`src/rtl/cache_ctrl_pkg.sv`:
```
// Shared types and address helpers for the L1 cache controller and its
// block-based memory port.
package cache_ctrl_pkg;

   localparam int ADDR_WIDTH   = 16;
   localparam int WORD_WIDTH   = 16;
   localparam int BLOCK_SIZE   = 4;
   localparam int OFFSET_WIDTH = $clog2(BLOCK_SIZE);
   localparam int CACHE_SETS   = 16;

   typedef logic [WORD_WIDTH-1:0]                 word_t;
   typedef logic [BLOCK_SIZE-1:0][WORD_WIDTH-1:0] block_t;

   typedef struct packed {
      logic                  valid;
      logic                  rw;
      logic [ADDR_WIDTH-1:0] addr;
      word_t                 data;
   } cpu_request_t;

   typedef struct packed {
      logic  ready;
      word_t data;
   } cpu_response_t;

   typedef struct packed {
      logic                  cs;
      logic                  rw;
      logic [ADDR_WIDTH-1:0] addr;
      block_t                data;
   } memory_request_t;

   typedef struct packed {
      logic   ack;
      block_t data;
   } memory_response_t;

   typedef enum logic [1:0] {IDLE, COMPARE, WRITE_BACK, ALLOCATE} cache_state_t;

   function automatic logic [OFFSET_WIDTH-1:0] get_offset(input logic [ADDR_WIDTH-1:0] addr);
      return addr[OFFSET_WIDTH-1:0];
   endfunction

   // Index/tag results are full address width; callers truncate to their field size.
   function automatic logic [ADDR_WIDTH-1:0] get_index(input logic [ADDR_WIDTH-1:0] addr,
                                                      input int index_width);
      return (addr >> OFFSET_WIDTH) & ((ADDR_WIDTH'(1) << index_width) - ADDR_WIDTH'(1));
   endfunction

   function automatic logic [ADDR_WIDTH-1:0] get_tag(input logic [ADDR_WIDTH-1:0] addr,
                                                    input int index_width);
      return addr >> (OFFSET_WIDTH + index_width);
   endfunction

endpackage

```
`src/rtl/cache_store.sv`:
```
// Tag/data store for the direct-mapped cache: combinational read of one set,
// block fill from memory and single-word CPU write into the same set.
module cache_store import cache_ctrl_pkg::*; #(
   parameter int NUM_SETS  = CACHE_SETS,
   parameter int TAG_WIDTH = ADDR_WIDTH - $clog2(CACHE_SETS) - OFFSET_WIDTH
) (
   input  logic                        clk,
   input  logic                        rst,
   input  logic [$clog2(NUM_SETS)-1:0] idx,
   output logic                        valid,
   output logic                        dirty,
   output logic [TAG_WIDTH-1:0]        tag,
   output block_t                      data,
   input  logic                        fill_en,
   input  logic [TAG_WIDTH-1:0]        fill_tag,
   input  block_t                      fill_data,
   input  logic                        word_en,
   input  logic [OFFSET_WIDTH-1:0]     word_off,
   input  word_t                       word_data
);

   logic [NUM_SETS-1:0]  valid_q;
   logic [NUM_SETS-1:0]  dirty_q;
   logic [TAG_WIDTH-1:0] tag_q  [NUM_SETS];
   block_t               data_q [NUM_SETS];

   assign valid = valid_q[idx];
   assign dirty = dirty_q[idx];
   assign tag   = tag_q[idx];
   assign data  = data_q[idx];

   always_ff @(posedge clk or posedge rst) begin
      if (rst) begin
         valid_q <= '0;
         dirty_q <= '0;
      end else if (fill_en) begin
         valid_q[idx] <= 1'b1;
         dirty_q[idx] <= 1'b0;
      end else if (word_en) begin
         dirty_q[idx] <= 1'b1;
      end
   end

   // Tag and data payload carry no reset; valid gates every use of them.
   always_ff @(posedge clk) begin
      if (fill_en) begin
         tag_q[idx]  <= fill_tag;
         data_q[idx] <= fill_data;
      end else if (word_en) begin
         data_q[idx][word_off] <= word_data;
      end
   end

endmodule

```
`src/rtl/cache_ctrl.sv`:
```
// Direct-mapped, write-back, write-allocate L1 cache controller between a
// single-word CPU port and a block-based memory controller.
module cache_ctrl import cache_ctrl_pkg::*; #(
   parameter int NUM_SETS = CACHE_SETS
) (
   input  logic             clk,
   input  logic             rst,
   input  cpu_request_t     cpu_req,
   output cpu_response_t    cpu_res,
   output memory_request_t  mem_req,
   input  memory_response_t mem_res
);

   localparam int INDEX_WIDTH = $clog2(NUM_SETS);
   localparam int TAG_WIDTH   = ADDR_WIDTH - INDEX_WIDTH - OFFSET_WIDTH;

   cache_state_t          state, state_nxt;
   logic                  req_rw;
   logic [ADDR_WIDTH-1:0] req_addr;
   word_t                 req_data;
   logic                  ack_q;

   logic [INDEX_WIDTH-1:0]  idx;
   logic [TAG_WIDTH-1:0]    req_tag;
   logic [OFFSET_WIDTH-1:0] off;
   logic                    line_valid, line_dirty;
   logic [TAG_WIDTH-1:0]    line_tag;
   block_t                  line_data;
   logic                    hit, mem_active, mem_done, fill_en, word_en;

   assign idx     = INDEX_WIDTH'(get_index(req_addr, INDEX_WIDTH));
   assign req_tag = TAG_WIDTH'(get_tag(req_addr, INDEX_WIDTH));
   assign off     = get_offset(req_addr);

   assign hit = line_valid && (line_tag == req_tag);

   // ack_q blanks cs for the cycle after an ack, so a write-back followed
   // directly by a refill still shows the memory side a cs gap.
   assign mem_active = ((state == WRITE_BACK) || (state == ALLOCATE)) && !ack_q;
   assign mem_done   = mem_active && mem_res.ack;
   assign fill_en    = (state == ALLOCATE) && mem_done;
   assign word_en    = (state == COMPARE) && hit && req_rw;

   cache_store #(.NUM_SETS(NUM_SETS), .TAG_WIDTH(TAG_WIDTH)) u_store (
      .clk       (clk),
      .rst       (rst),
      .idx       (idx),
      .valid     (line_valid),
      .dirty     (line_dirty),
      .tag       (line_tag),
      .data      (line_data),
      .fill_en   (fill_en),
      .fill_tag  (req_tag),
      .fill_data (mem_res.data),
      .word_en   (word_en),
      .word_off  (off),
      .word_data (req_data)
   );

   always_ff @(posedge clk or posedge rst) begin
      if (rst) begin
         state    <= IDLE;
         req_rw   <= 1'b0;
         req_addr <= '0;
         req_data <= '0;
         ack_q    <= 1'b0;
      end else begin
         state <= state_nxt;
         ack_q <= mem_done;
         if (state == IDLE && cpu_req.valid) begin
            req_rw   <= cpu_req.rw;
            req_addr <= cpu_req.addr;
            req_data <= cpu_req.data;
         end
      end
   end

   always_comb begin
      state_nxt = state;
      cpu_res   = '0;
      mem_req   = '0;
      case (state)
         IDLE: if (cpu_req.valid) state_nxt = COMPARE;
         COMPARE: begin
            if (hit) begin
               cpu_res.ready = 1'b1;
               if (!req_rw) cpu_res.data = line_data[off];
               state_nxt = IDLE;
            end else if (line_valid && line_dirty) begin
               state_nxt = WRITE_BACK;
            end else begin
               state_nxt = ALLOCATE;
            end
         end
         WRITE_BACK: begin
            if (mem_active) begin
               mem_req.cs   = 1'b1;
               mem_req.rw   = 1'b1;
               mem_req.addr = {line_tag, idx, {OFFSET_WIDTH{1'b0}}};
               mem_req.data = line_data;
            end
            if (mem_done) state_nxt = ALLOCATE;
         end
         ALLOCATE: begin
            if (mem_active) begin
               mem_req.cs   = 1'b1;
               mem_req.addr = {req_tag, idx, {OFFSET_WIDTH{1'b0}}};
            end
            if (mem_done) state_nxt = COMPARE;
         end
         default: state_nxt = IDLE;
      endcase
   end

endmodule

```
`config.mk`:
```
export PLATFORM = sky130hd
export DESIGN_NAME = cache_ctrl
export DESIGN_NICKNAME = d
export VERILOG_FILES = /design/src/rtl/cache_ctrl_pkg.sv /design/src/rtl/cache_store.sv /design/src/rtl/cache_ctrl.sv
export SDC_FILE = /design/constraint.sdc
export NUM_CORES = 1
export LEC_CHECK = 0
export CAP_MARGIN = 15
export CORE_ASPECT_RATIO = 0.9
export CORE_MARGIN = 1.5
export CORE_UTILIZATION = 64
export CTS_CLUSTER_DIAMETER = 30
export DETAILED_ROUTE_END_ITERATION = 6
export PLACE_DENSITY = 0.79
export SETUP_SLACK_MARGIN = 0.05
export SYNTH_ARGS = -nofsm -noshare
export SYNTH_HDL_FRONTEND = slang
export SYNTH_HIERARCHICAL = 1
export SYNTH_SLANG_ARGS = --single-unit
```
`constraint.sdc`:
```
create_clock -name clk -period 7.8 [get_ports clk]
set_input_delay 1.56 -clock clk [delete_from_list [all_inputs] [get_ports clk]]
set_output_delay 1.56 -clock clk [all_outputs]
set_load 0.02 [all_outputs]
```
Word level (Yosys, flattened, before mapping)
Memories as Yosys holds them, arrays and structs flattened.
Index checks and enable logic that the tools add are counted.
W data, S select, Z words.
{"block": "totals", "register_bits": 68, "mem_bits_rw": 1184, "input_bits": 101, "out_inout_bits": 99, "elab_cells": 200, "memories": 2}
{"block": "classes", "magnitude_cmp": 4, "eq_ne": 7, "mux": 97, "bitwise": 68, "reduce_logical": 15}
{"name": "u_store.data_q", "words": 16, "width": 64, "rd": 1, "rd_clocked_by_memory_dff": 0, "write_ports": 1, "line": "cache_store.sv:25", "source": "block_t data_q [NUM_SETS];"}
{"name": "u_store.tag_q", "words": 16, "width": 10, "rd": 1, "rd_clocked_by_memory_dff": 0, "write_ports": 1, "line": "cache_store.sv:24", "source": "logic [TAG_WIDTH-1:0] tag_q [NUM_SETS];"}
{"op": "$mux W64", "n": 2}
{"op": "$mux W16", "n": 6}
{"op": "$mux W82", "n": 1}
{"op": "$mux W1", "n": 74}
{"op": "$or A1 B1 Y1", "n": 64}
{"op": "$mux W17", "n": 2}
{"op": "$bmux W16 S2", "n": 1}
{"op": "$demux W16 S2", "n": 1}
{"op": "$or A16 B16 Y16", "n": 2}
{"op": "$pmux W16 S2", "n": 1}
{"op": "$and A16 B16 Y16", "n": 1}
{"op": "$not A16 Y16", "n": 1}
{"op": "$eq A10 B10 Y1", "n": 1}
{"op": "$logic_and A1 B1 Y1", "n": 10}
{"op": "$bmux W1 S4", "n": 2}
{"op": "$mux W2", "n": 4}
{"op": "$pmux W2 S4", "n": 1}
{"op": "$ne A2 B2 Y1 const B", "n": 3}
{"op": "$lt A4 B5 Y1 const B", "n": 1}
{"op": "$demux W1 S4", "n": 1}
{"op": "$eq A2 B2 Y1 const B", "n": 2}
{"op": "$ge A4 B1 Y1 const B", "n": 1}
{"op": "$lt A2 B3 Y1 const B", "n": 1}
{"op": "$reduce_and A3 Y1", "n": 1}
{"op": "7 further kinds", "n": 7}

Logic depth before layout (Yosys ltp)
{"block": "depth", "depth_word": 9, "ltp_mapped": 15, "mapped_depth_nobuf": 10}

Modules after synthesis
The synthesis kept the hierarchy.
{"module": "cache_store", "n_inst": 1, "cells_each": 2104, "area_each_um2": 46777.4, "seq_area_each_um2": 36354.9}
{"module": "cache_ctrl", "n_inst": 1, "cells_each": 246, "area_each_um2": 2738.9, "seq_area_each_um2": 900.9}

Least setup slack after synthesis
Ideal clock, no wire load.
{"block": "synth_timing", "kind": "register to output", "startpoint": "register req_addr[2]", "endpoint": "output cpu_res[0] (netlist name)", "t_arrival_ns": 3.095, "required_ns": 6.240, "path_slack_ns": 3.145, "path_stages_with_launch": 12, "path_buffers": 4, "cell_sequence": "dfrtp_1 -> buf_2 -> buf_2 -> buf_4 -> mux4_2 -> a22oi_1 -> nand2_1 -> xnor2_1 -> nand3_1 -> or4_4 -> buf_6 -> nor3b_1"}
{"element": "from (decl)", "line": "cache_ctrl.sv:19", "source": "logic [ADDR_WIDTH-1:0] req_addr;"}
{"element": "from (signal assigned)", "line": "cache_ctrl.sv:72", "source": "req_addr <= cpu_req.addr;"}
{"element": "to (decl)", "line": "cache_ctrl.sv:9", "source": "output cpu_response_t cpu_res,"}

==> results.json <==
{
  "rsz0062_at_grt": "no",
  "synth.area.mux_share_pct": 16.8,
  "cts.htree.levels": 4,
  "holdBufCountCts": 0,
  "drive_gt1_share_pct": 31.8,
  "initial_core_util_pct": 64.8,
  "dp_hpwl_um": 76600,
  "io_buffers": 197,
  "drv_slew": 0,
  "vias_per_cell": 7.08,
  "finalHoldViolCount": 0,
  "cts_root_buf": "clkbuf_16",
  "final_common_cell": "edfxtp_1",
  "track_usage_pct": 36.4,
  "finClkSkew_ns": 0.0325,
  "grt_pass1_wl_um": 198000,
  "synth-main-ff-cell": "edfxtp_1",
  "tightest_slew_ns": 1.21,
  "min_period_over_period_pct": 89.1,
  "syn_area_sq_um": 49500,
  "clock.fmax_mhz": 144,
  "synth_compound_area_share_pct": 2.79,
  "routed_wirelength_um": 139000,
  "drt_iter0_drc": 3756,
  "required_ns": 6.24,
  "synth_edf_count": 1184,
  "leakage_nw": 19.2,
  "crit_chain": "buf_4 -> buf_4 -> mux4_2 -> a22oi_1 -> nand2_1 -> mux4_2 -> nor3b_1 -> clkdlybuf4s50_1",
  "clk_pin_slew_ns": 0.05,
  "grt_pass1_vias": 28000,
  "cts_tree": "done",
  "die_h_um": 267,
  "io_pins": 200,
  "async_flop_share_pct": 5.43,
  "rows": 96,
  "status": "complete, no violations",
  "yosysSeqAreaShare_pct": 75.2,
  "insertion_delay_ns": 0.76,
  "grt_max_degree": 139,
  "yosysWarnings": 6,
  "fin_crit_ns": 6.95,
  "antenna_found_initial": 25,
  "grt_overflow": 0,
  "synth_fa_ha_area_share_pct": 0.101,
  "slowest_delay_ns": 1.02,
  "yosys.area_share.simple_pct": 3.36,
  "setup_viol": 0,
  "drc_errors": 0,
  "core_sq_um": 76400,
  "hp-class": "reg -> reg",
  "finish.instance_area_sq_um": 59100,
  "end_kind": "primary output",
  "synthCells": 2350,
  "final_cell_mix": "edfxtp_1 (1184), mux4_2 (320), clkdlybuf4s50_1 (197), clkbuf_16 (183), a22oi_1 (152)",
  "dr.pass1.iters": 6,
  "avgSynthCellArea_sq_um": 21.1,
  "cts_setup_buffers": 0,
  "synthXorXnorAreaFrac_pct": 0.177,
  "cts_sinks": 1252,
  "slowest_stage": "dfrtp_4",
  "synth_seq_cells": 1252,
  "relSlewSlack_pct": 19.2,
  "numCtsBuffers": 180,
  "worst_ep_arrival_time_ns": 5.39,
  "wire_per_inst_um": 36.0,
  "final_cells": 3871,
  "area_growth_pct": 19.3,
  "synth_top_family_by_area": "multiplexers",
  "place_area_sq_um": 53000,
  "start_kind": "flop",
  "nets": 2779,
  "die_area_sq_um": 79000,
  "ys_types": 44,
  "ant_nets": 0,
  "power_mw": 22.7,
  "setup_tns_ns": 0,
  "vias": 27400,
  "critPathKind": "reg -> out",
  "critPathMaxFanout": 45,
  "crit_buf_inv": 3,
  "dpl.cell_count": 3520,
  "place_congestion": 0.829,
  "power_per_cell_area_nw_per_um2": 384,
  "die_w_um": 296,
  "cap_violations": 0,
  "clockBufferDepth": 3,
  "peakVddDrop_uv": 435,
  "cp_top_family": "buffers and inverters",
  "cts-resized-gates": 0
}
[layer usage]
| metal | routed length [um] | vias up | GRT usage, % |
|---|---|---|---|
| met3 | 21300 | 431 | 14.8 |
| met5 | 292 | - | 2.31 |
| met1 | 46200 | 14000 | 47.0 |
| met4 | 6390 | 30 | 16.8 |
| met2 | 65200 | 2421 | 54.5 |
| li1 | - | 10500 | - |
[metrics by stage]
step,util (%),worst slack [ns],hold WS [ns]
finish,77.3,0.847,0.461
global route,77.3,0.578,0.477
CTS,77.2,0.775,0.464
detailed placement,69.4,1.69,0.450
global placement,69.4,1.71,0.443
floorplan,-,3.14,0.423
[kinds of logic after synthesis]
group | count (synthesis)
flops | 1252
mux | 419
simple gates | 321
compound gates | 187
buf+inv | 156
xor+xnor | 10
fa+ha+maj | 4
other cells | 1
[final cells by class]
cell class | instances | area, sq um
fillers | 3746 | 17300
multi-input cells | 943 | 11700
flip-flops and latches | 1252 | 37300
diodes | 15 | 37.5
repair buffers | 287 | 2700
inverters | 10 | 37.5
clock inverters | 126 | 1280
clock buffers | 209 | 4710
well taps | 1029 | 1290
[sequential cells by signal (all words and copies together), names as in the netlist, named ones only]
name	flops
u_store/valid_q	16
u_store/tag_q	160
req_data	16
ack_q	1
u_store/data_q	1024
req_rw	1
state	2
req_addr	16
[path summary, 6_finish.rpt]
kind	from	to	slack, ns	cells past startpoint
max	req_addr[2]	cpu_res[4]	0.85	8
min	u_store/valid_q[13]	u_store/valid_q[13]	0.46	1
max reg2reg	req_addr[4]	u_store/data_q[8][55]	1.83	10
min reg2reg	u_store/valid_q[13]	u_store/valid_q[13]	0.46	1
max in group asynchronous	rst	req_addr[3]	5.66	2
min in group asynchronous	rst	async pin	1.33	3
[cell usage after synthesis (5+ instances only)]
cell | count | area share (%)
edfxtp_1 | 1184 | 72
mux4_2 | 320 | 15
a22oi_1 | 152 | 2.3
mux2_2 | 98 | 2.2
nand2_1 | 94 | 0.71
nor2_1 | 84 | 0.64
and2_1 | 73 | 0.92
dfrtp_1 | 68 | 3.4
clkbuf_1 | 61 | 0.46
buf_2 | 31 | 0.31
buf_1 | 30 | 0.23
buf_4 | 18 | 0.27
a31oi_1 | 16 | 0.20
or2_2 | 15 | 0.19
and3_1 | 13 | 0.16
inv_1 | 10 | 0.076
xnor2_1 | 10 | 0.18
a22o_1 | 9 | 0.16
nor3b_2 | 9 | 0.23
nor2b_1 | 7 | 0.088
nor3b_1 | 7 | 0.11
a21oi_1 | 5 | 0.051
nand3_1 | 5 | 0.051
[power breakdown]
part           internal [mW]  switching (mW)
combinational           2.55            3.68
sequential              7.81           0.681
clock                   4.91            3.06
No activity file was read; power rests on OpenSTA's default activity.
